<file path="src/rtl/multicycle_controller.sv">
// Multi-cycle control FSM for the 10-instruction core ISA.
// Steps each instruction through FETCH/DECODE/EXEC/MEM/WB (or BRANCH) over a
// shared memory and ALU, with a mem_ready handshake guarded by a wait-cycle
// timeout, a global stall, and sticky illegal-opcode / timeout traps.
//
// Ports:
//   clk, rst_n           clock (rising edge), asynchronous active-low reset
//   opcode               opcode field of the instruction register
//   mem_ready            memory access completes this cycle
//   stall                freeze FSM and wait counter, suppress write enables
//   pc_write .. alu_op   datapath mux selects and write enables
//   illegal, timeout     sticky trap flags
//   state                current FSM state (0 RST .. 7 TRAP)
module multicycle_controller #(
  parameter int unsigned OPCODE_W    = 6,
  parameter int unsigned ALUOP_W     = 3,
  parameter int unsigned MEM_TIMEOUT = 16
) (
  input  logic                clk,
  input  logic                rst_n,
  input  logic [OPCODE_W-1:0] opcode,
  input  logic                mem_ready,
  input  logic                stall,
  output logic                pc_write,
  output logic                pc_write_cond,
  output logic                branch_ne,
  output logic                pc_src,
  output logic                i_or_d,
  output logic                ir_write,
  output logic                mem_read,
  output logic                mem_write,
  output logic                mem_to_reg,
  output logic                reg_dst,
  output logic                reg_write,
  output logic                alu_src_a,
  output logic [1:0]          alu_src_b,
  output logic [ALUOP_W-1:0]  alu_op,
  output logic                illegal,
  output logic                timeout,
  output logic [2:0]          state
);

  localparam int unsigned CNT_W = $clog2(MEM_TIMEOUT + 1);
  localparam logic [CNT_W-1:0] CNT_LAST = CNT_W'(MEM_TIMEOUT - 1);

  localparam logic [OPCODE_W-1:0] OP_RTYPE = OPCODE_W'(0);
  localparam logic [OPCODE_W-1:0] OP_LW    = OPCODE_W'(2);
  localparam logic [OPCODE_W-1:0] OP_SW    = OPCODE_W'(3);
  localparam logic [OPCODE_W-1:0] OP_BEQ   = OPCODE_W'(4);
  localparam logic [OPCODE_W-1:0] OP_BNE   = OPCODE_W'(5);
  localparam logic [OPCODE_W-1:0] OP_SLTI  = OPCODE_W'(6);
  localparam logic [OPCODE_W-1:0] OP_ANDI  = OPCODE_W'(7);
  localparam logic [OPCODE_W-1:0] OP_ORI   = OPCODE_W'(8);
  localparam logic [OPCODE_W-1:0] OP_LI    = OPCODE_W'(9);
  localparam logic [OPCODE_W-1:0] OP_COUNT = OPCODE_W'(10);

  localparam logic [ALUOP_W-1:0] ALU_FUNCT = ALUOP_W'(0);
  localparam logic [ALUOP_W-1:0] ALU_ADD   = ALUOP_W'(1);
  localparam logic [ALUOP_W-1:0] ALU_SUB   = ALUOP_W'(2);
  localparam logic [ALUOP_W-1:0] ALU_SLT   = ALUOP_W'(3);
  localparam logic [ALUOP_W-1:0] ALU_AND   = ALUOP_W'(4);
  localparam logic [ALUOP_W-1:0] ALU_OR    = ALUOP_W'(5);
  localparam logic [ALUOP_W-1:0] ALU_PASSB = ALUOP_W'(6);

  typedef enum logic [2:0] {
    S_RST    = 3'd0,
    S_FETCH  = 3'd1,
    S_DECODE = 3'd2,
    S_EXEC   = 3'd3,
    S_MEM    = 3'd4,
    S_WB     = 3'd5,
    S_BRANCH = 3'd6,
    S_TRAP   = 3'd7
  } state_t;

  state_t              state_q;
  logic [CNT_W-1:0]    wait_cnt;
  logic [OPCODE_W-1:0] op_q;
  logic                illegal_q;
  logic                timeout_q;

  assign state   = state_q;
  assign illegal = illegal_q;
  assign timeout = timeout_q;

  // State, wait counter, held opcode and sticky flags; everything freezes under stall.
  always_ff @(posedge clk or negedge rst_n) begin
    if (!rst_n) begin
      state_q   <= S_RST;
      wait_cnt  <= '0;
      op_q      <= '0;
      illegal_q <= 1'b0;
      timeout_q <= 1'b0;
    end else if (!stall) begin
      case (state_q)
        S_RST: begin
          state_q  <= S_FETCH;
          wait_cnt <= '0;
        end
        S_FETCH: begin
          // A ready in the limit cycle completes the access rather than trapping.
          if (mem_ready) begin
            state_q  <= S_DECODE;
            wait_cnt <= '0;
          end else if (wait_cnt == CNT_LAST) begin
            state_q   <= S_TRAP;
            timeout_q <= 1'b1;
          end else begin
            wait_cnt <= wait_cnt + CNT_W'(1);
          end
        end
        S_DECODE: begin
          op_q <= opcode;
          if (opcode == OP_BEQ || opcode == OP_BNE) begin
            state_q <= S_BRANCH;
          end else if (opcode < OP_COUNT) begin
            state_q <= S_EXEC;
          end else begin
            state_q   <= S_TRAP;
            illegal_q <= 1'b1;
          end
        end
        S_EXEC: begin
          if (op_q == OP_LW || op_q == OP_SW) begin
            state_q  <= S_MEM;
            wait_cnt <= '0;
          end else begin
            state_q <= S_WB;
          end
        end
        S_MEM: begin
          if (mem_ready) begin
            state_q  <= (op_q == OP_LW) ? S_WB : S_FETCH;
            wait_cnt <= '0;
          end else if (wait_cnt == CNT_LAST) begin
            state_q   <= S_TRAP;
            timeout_q <= 1'b1;
          end else begin
            wait_cnt <= wait_cnt + CNT_W'(1);
          end
        end
        S_WB, S_BRANCH: begin
          state_q  <= S_FETCH;
          wait_cnt <= '0;
        end
        S_TRAP: state_q <= S_TRAP;
        default: state_q <= S_TRAP;
      endcase
    end
  end

  // Moore decode of state and held opcode; stall masks every write/request enable.
  always_comb begin
    pc_write      = 1'b0;
    pc_write_cond = 1'b0;
    branch_ne     = 1'b0;
    pc_src        = 1'b0;
    i_or_d        = 1'b0;
    ir_write      = 1'b0;
    mem_read      = 1'b0;
    mem_write     = 1'b0;
    mem_to_reg    = 1'b0;
    reg_dst       = 1'b0;
    reg_write     = 1'b0;
    alu_src_a     = 1'b0;
    alu_src_b     = 2'b00;
    alu_op        = ALU_FUNCT;
    case (state_q)
      S_FETCH: begin
        mem_read  = 1'b1;
        alu_src_b = 2'b01;
        alu_op    = ALU_ADD;
        ir_write  = mem_ready;
        pc_write  = mem_ready;
      end
      S_DECODE: begin
        alu_src_b = 2'b11;
        alu_op    = ALU_ADD;
      end
      S_BRANCH: begin
        alu_src_a     = 1'b1;
        alu_op        = ALU_SUB;
        pc_src        = 1'b1;
        pc_write_cond = 1'b1;
        branch_ne     = (op_q == OP_BNE);
      end
      S_EXEC: begin
        alu_src_a = 1'b1;
        alu_src_b = 2'b10;
        case (op_q)
          OP_RTYPE: begin
            alu_src_b = 2'b00;
            alu_op    = ALU_FUNCT;
          end
          OP_SLTI: alu_op = ALU_SLT;
          OP_ANDI: alu_op = ALU_AND;
          OP_ORI:  alu_op = ALU_OR;
          OP_LI:   alu_op = ALU_PASSB;
          default: alu_op = ALU_ADD;
        endcase
      end
      S_MEM: begin
        i_or_d    = 1'b1;
        mem_read  = (op_q == OP_LW);
        mem_write = (op_q == OP_SW);
      end
      S_WB: begin
        reg_write  = 1'b1;
        reg_dst    = (op_q == OP_RTYPE);
        mem_to_reg = (op_q == OP_LW);
      end
      default: ;
    endcase
    if (stall) begin
      pc_write      = 1'b0;
      pc_write_cond = 1'b0;
      ir_write      = 1'b0;
      reg_write     = 1'b0;
      mem_write     = 1'b0;
      mem_read      = 1'b0;
    end
  end

endmodule

</file>
<file path="config.mk">
export PLATFORM = sky130hd
export DESIGN_NAME = multicycle_controller
export DESIGN_NICKNAME = d
export VERILOG_FILES = /design/src/rtl/multicycle_controller.sv
export SDC_FILE = /design/constraint.sdc
export NUM_CORES = 1
export LEC_CHECK = 0
export BUFFER_PORTS_ARGS = -buffer_cell sky130_fd_sc_hd__buf_2
export CAP_MARGIN = 20
export CORE_MARGIN = 2
export CORE_UTILIZATION = 40
export CTS_CLUSTER_SIZE = 16
export DETAILED_ROUTE_END_ITERATION = 12
export HOLD_SLACK_MARGIN = 0.08
export SYNTH_ARGS = -nofsm -noshare
export SYNTH_HDL_FRONTEND = slang
export SYNTH_SLANG_ARGS = --single-unit
</file>
<file path="constraint.sdc">
create_clock -name clk -period 2.8 [get_ports clk]
set_input_delay 0.28 -clock clk [delete_from_list [all_inputs] [get_ports clk]]
set_output_delay 0.28 -clock clk [all_outputs]
set_load 0.01 [all_outputs]
</file>
Word level (Yosys, flattened, before mapping)

Index checks and enable logic that the tools add are counted.

Register bits after elaboration: 16
Input port bits: 10
Output and inout port bits: 22
Logic and storage cells: 74

$add $sub $neg: 1
Magnitude comparators: 1
Equality and inequality tests: 19
Muxes and demuxes: 31
Bitwise operators: 4
Reduce and logical (&&, ||, !) cells: 13

Operator list:

| kind                  | number |
|---|---|
| $eq A6 B3 Y1 const B  | 5 |
| $mux W3               | 6 |
| $pmux W3 S6           | 1 |
| $mux W1               | 15 |
| $mux W5               | 3 |
| $pmux W3 S5           | 1 |
| $pmux W5 S3           | 1 |
| $eq A3 B3 Y1 const B  | 4 |
| $eq A6 B2 Y1 const B  | 2 |
| $eq A6 B4 Y1 const B  | 2 |
| $reduce_and A4 Y1     | 3 |
| $pmux W3 S3           | 1 |
| $eq A3 B2 Y1 const B  | 2 |
| $logic_not A6 Y1      | 1 |
| $lt A6 B4 Y1 const B  | 1 |
| $pmux W2 S3           | 1 |
| $reduce_or A2 Y1      | 3 |
| $add A5 B1 Y5 const B | 1 |
| $eq A5 B4 Y1 const B  | 1 |
| $not A1 Y1            | 4 |
| $eq A3 B1 Y1 const B  | 1 |
| $logic_not A3 Y1      | 1 |
| $ne A3 B3 Y1 const B  | 1 |
| $reduce_bool A3 Y1    | 1 |
| 6 further kinds       | 7 |

Logic depth before layout (Yosys ltp)

Depth after elaboration: 4
Mapped depth: 7
Mapped depth without buffers: 7

Worst setup path before layout

OpenSTA, ideal clock, no wires.

Path kind: reg2reg
From: register wait_cnt[0]
To: register wait_cnt[3]
Arrival time: 1674 ps
Data required time: 2736 ps
Path slack: 1062 ps
Cell stages (with the launch flop): 8
Buffers on the path: 0
Period minus slack after synthesis: 1738 ps
Path through: dfrtp_1 -> ha_1 -> and3_1 -> ha_1 -> nand4b_1 -> or3_1 -> a21oi_1 -> a21o_1

Cells in the longest elaborated chain, start to end: 4
Elaborated cells on any way between the ends: 7
Those cells by class: add/sub: 1; eq/ne: 2; mux: 3; reduce/logical: 1

Ends and longest elaborated chain:

| item                   | RTL line | RTL |
|---|---|---|
| from (decl)            | 77       | `logic [CNT_W-1:0] wait_cnt;` |
| from (signal assigned) | 109      | `wait_cnt <= wait_cnt + CNT_W'(1);` |
| from (signal assigned) | 139      | `wait_cnt <= wait_cnt + CNT_W'(1);` |
| $add A5 B1 Y5          | 109, 139 |  |
| $mux W5                | 105, 135 |  |
| $mux W5                | 132      | `if (mem_ready) begin` |
| $pmux W5 S3            | 95       | `case (state_q)` |

Several ways; a longest one is shown, not always the timed one. The select of a mux whose other input is x is not followed.
A chain may end at the register's enable or synchronous reset.

Worst setup path in the final report

From: register op_q[3]
To: output port mem_read

Cells in the longest elaborated chain, start to end: 3

Ends and longest elaborated chain:

| item                   | RTL line | RTL |
|---|---|---|
| from (decl)            | 78       | `logic [OPCODE_W-1:0] op_q;` |
| from (signal assigned) | 113      | `op_q <= opcode;` |
| $eq A6 B2 Y1           | 204      | `mem_read = (op_q == OP_LW);` |
| $pmux W1 S2            | 168      | `case (state_q)` |
| $mux W1                | 214      | `if (stall) begin` |
| to (decl)              | 30       | `output logic mem_read,` |

No other way between the ends.

==> impl_metrics.yaml <==
run_status:
  status: "finished clean"
critical_path:
  crit_start: "op_q[3]$_DFFE_PN0P_"
  path_class: "reg2out"
  slowest_stage: "dfrtp_1"
  critical_path_buf_inv_count: 1
  r2r_start: "wait_cnt[0]$_DFFE_PN0P_"
  cp_max_fo: 7
  cp_num_cells: 5
  worstPathRequired_ns: 2.52
  path_cells: "or3_4, or2_1, nor3_1, o21a_1, buf_2"
  r2r_slack_ns: 0.92
  arrival_ns: 1.91
  end_kind: "output port"
  crit_end: "mem_read"
  reg2reg_depth: 7
  crit_family: "simple AND/OR/NAND/NOR gates"
  critical_path.max_stage_delay_ns: 0.46
  worstReg2RegEnd: "wait_cnt[3]$_DFFE_PN0P_"
  startpoint_type: "register"
final_layout:
  antenna_cells: 0
  synthToLayoutAreaGrowth_pct: 19.4
  n_fill_cell: 273
  drive_gt1_share_pct: 31.0
  nets: 168
cts:
  cts_root_buffer: "clkbuf_4"
  cts_buffers: 3
  cts_resized: 0
  clk_latency_ns: 0.29
  clockBufferDepth: 2
  h-tree-depth: 1
  cts_tree: "done"
  clock_sinks: 16
  path_clk_slew_ns: 0.09
grt:
  grt_pass1_wl_um: 4510
  grt_pass1_vias: 985
  antenna_found_initial: 0
  gr-total-overflow: 0
  grt_usage_pct: 17.5
  grt_max_degree: 18
power:
  p_per_area_nw_per_um2: 910
  p_switching_mw: 0.530
  seqPwrFrac_pct: 40.0
  leakagePower_nw: 0.645
  pwr-share-clk_pct: 12.8
  ir_drop_mv: 0.538
  power.total_mw: 1.20
  p_comb_share_pct: 47.1
  switching_share_pct: 44.2
  p_int_mw: 0.670
sta:
  worst_slack_ns: 0.611
  setup-violations-final: 0
  finalHoldViolations: 0
  slew_headroom_pct: 65.4
  period_minus_slack_ns: 2.19
  drv_slew: 0
  fmax_ghz: 0.457
  skew_ns: 0.00398
  period_share_pct: 78.2
  worst_slew_pin_slew_ns: 0.519
  setup_total_negative_slack_ns: 0
  finalHoldWorstSlack_ns: 0.224
  rsz0062_at_grt: "false"
placed_design:
  hpwl_um: 1950
  place_congestion: 0.766
  dp_slack_ns: 0.922
  io_buffers: 31
yosys:
  syn-num-nets: 137
  synth_edf_count: 0
  synth_seq_cells: 16
  ys.flop_type: "dfrtp_1"
  syn_avg_cell_area_um2: 8.84
  synth_area_leaders: "dfrtp_1, mux2_2, nand2_1, nand2b_1, nor2_1"
  synth_seq_area_share_pct: 36.2
  synth_top_cell_area_share_pct: 36.2
  yosys.area.top_type: "dfrtp_1"
  async_reset_ff_share_pct: 100
  yosys_warnings: 0
  syn_area_um2: 1100
  synth.distinct_cells: 40
  syn_inst: 125
min_path:
  hold_path.class: "in2reg"
floorplan:
  io-pin-count: 32
  initial_core_util_pct: 41.1
  design.die.area_um2: 3200
  fp.dieH_um: 56.6
  core_area_um2: 2690
  die_x_um: 56.6
  rows: 19
drt:
  vias_per_cell: 5.59
  routed_wl_um: 2530
  wire_per_inst_um: 13.6
  first_pass_iters: 4
  num_vias: 1040
  drt-initial-drc-count: 20
  drtAntennaViolNets: 0
  remaining_drc_errors: 0
flow_run:
  cap_violations: 0
-- state kept, by name (all words and copies together), names as in the netlist --
signal / flops
illegal: 1
op_q: 6
state: 3
timeout: 1
wait_cnt: 5
-- cells in the mapped netlist (2+ instances only) --
cell type / instances
a211o_1: 2
a211oi_1: 2
a21o_1: 2
a21oi_1: 5
a22o_1: 3
a2bb2oi_1: 2
a31o_2: 2
and3_1: 4
clkbuf_1: 4
dfrtp_1: 16
ha_1: 2
inv_1: 5
mux2_2: 7
nand2_1: 13
nand2b_1: 7
nand3_1: 2
nand4b_1: 3
nor2_1: 11
nor2b_1: 2
nor3_1: 5
nor4_1: 5
o21ai_0: 2
xnor2_1: 2
-- power groups by stage --
stage	registers, mW	logic, mW	clock network (mW)
after floorplan	0.406	0.466	0
after global placement	0.480	0.567	0
after detailed placement	0.484	0.570	0
after CTS	0.479	0.573	0.161
after global routing	0.506	0.637	0.177
final	0.480	0.566	0.154
-- stage by stage --
| stage | cell area, um^2 | util (%) | cells |
|---|---|---|---|
| 2_1_floorplan | 1100 | - | 125 |
| 3_3_place_gp | 1270 | 47.4 | 181 |
| 3_5_place_dp | 1270 | 47.4 | 181 |
| 4_1_cts | 1320 | 49.1 | 186 |
| 5_1_grt | 1320 | 49.1 | 186 |
| 6_report | 1320 | 49.1 | 186 |
-- metal layers --
metal | vias up | wire length (um) | global-route usage [%]
met5 | - | 0 | 0
met4 | 0 | 0 | 1.02
met3 | 0 | 149 | 4.84
met2 | 36 | 1190 | 28.7
met1 | 484 | 1200 | 24.1
li1 | 520 | - | -
-- timing repair --
item                                   in CTS  in global routing
hold buffers                                1                  0
endpoints found under the hold margin      16                  0
buffers inserted                            0                  0
setup endpoints to repair                   0                  0
-- how the worst min path moves through the flow --
stage / from / endpoint / slack [ns] / cells after the start
floorplan: rst_n / illegal$_DFFE_PN0P_ / -0.02 / 0
global placement: rst_n / wait_cnt[2]$_DFFE_PN0P_ / 0.22 / 1
detailed placement: rst_n / wait_cnt[2]$_DFFE_PN0P_ / 0.22 / 1
CTS: opcode[0] / op_q[0]$_DFFE_PN0P_ / 0.21 / 2
global route: opcode[0] / op_q[0]$_DFFE_PN0P_ / 0.19 / 2
finish: opcode[0] / op_q[0]$_DFFE_PN0P_ / 0.22 / 2
-- cells by family (layout without fill, tap and decap cells) --
logic type / after synthesis / count (layout) / share of synthesized area (%)
adder cells (fa/ha/maj): 2 / 2 / 2.26
multiplexers: 8 / 8 / 8.49
XOR/XNOR: 2 / 2 / 1.59
flip-flops: 16 / 16 / 36.2
AO/OA/AOI/OAI: 27 / 27 / 18.5
AND/OR/NAND/NOR: 59 / 59 / 28.9
buffers and inverters: 11 / 41 / 4.08
-- final cells by class --
| cell class | count | area [um^2] | share of cell area, % |
|---|---|---|---|
| clock buffer | 4 | 36.3 | 2.75 |
| inverter | 5 | 18.8 | 1.42 |
| tap | 31 | 38.8 | 2.94 |
| multi-input combinational | 98 | 659 | 50.0 |
| sequential | 16 | 400 | 30.4 |
| timing repair buffer | 32 | 165 | 12.5 |
-- cell usage in the layout, fill, tap and decap left out, types with 2 or more instances in the layout --
cell type	n
buf_2	31
dfrtp_1	16
nand2_1	13
nor2_1	11
nand2b_1	7
mux2_2	7
inv_1	5
a21oi_1	5
nor3_1	5
nor4_1	5
and3_1	4
nand4b_1	3
a22o_1	3
clkbuf_4	3
nor2b_1	2
a211oi_1	2
xnor2_1	2
a31o_2	2
a2bb2oi_1	2
a21o_1	2
nand3_1	2
o21ai_0	2
a211o_1	2
ha_1	2
Note: power is estimated with default switching activity, not from simulation.
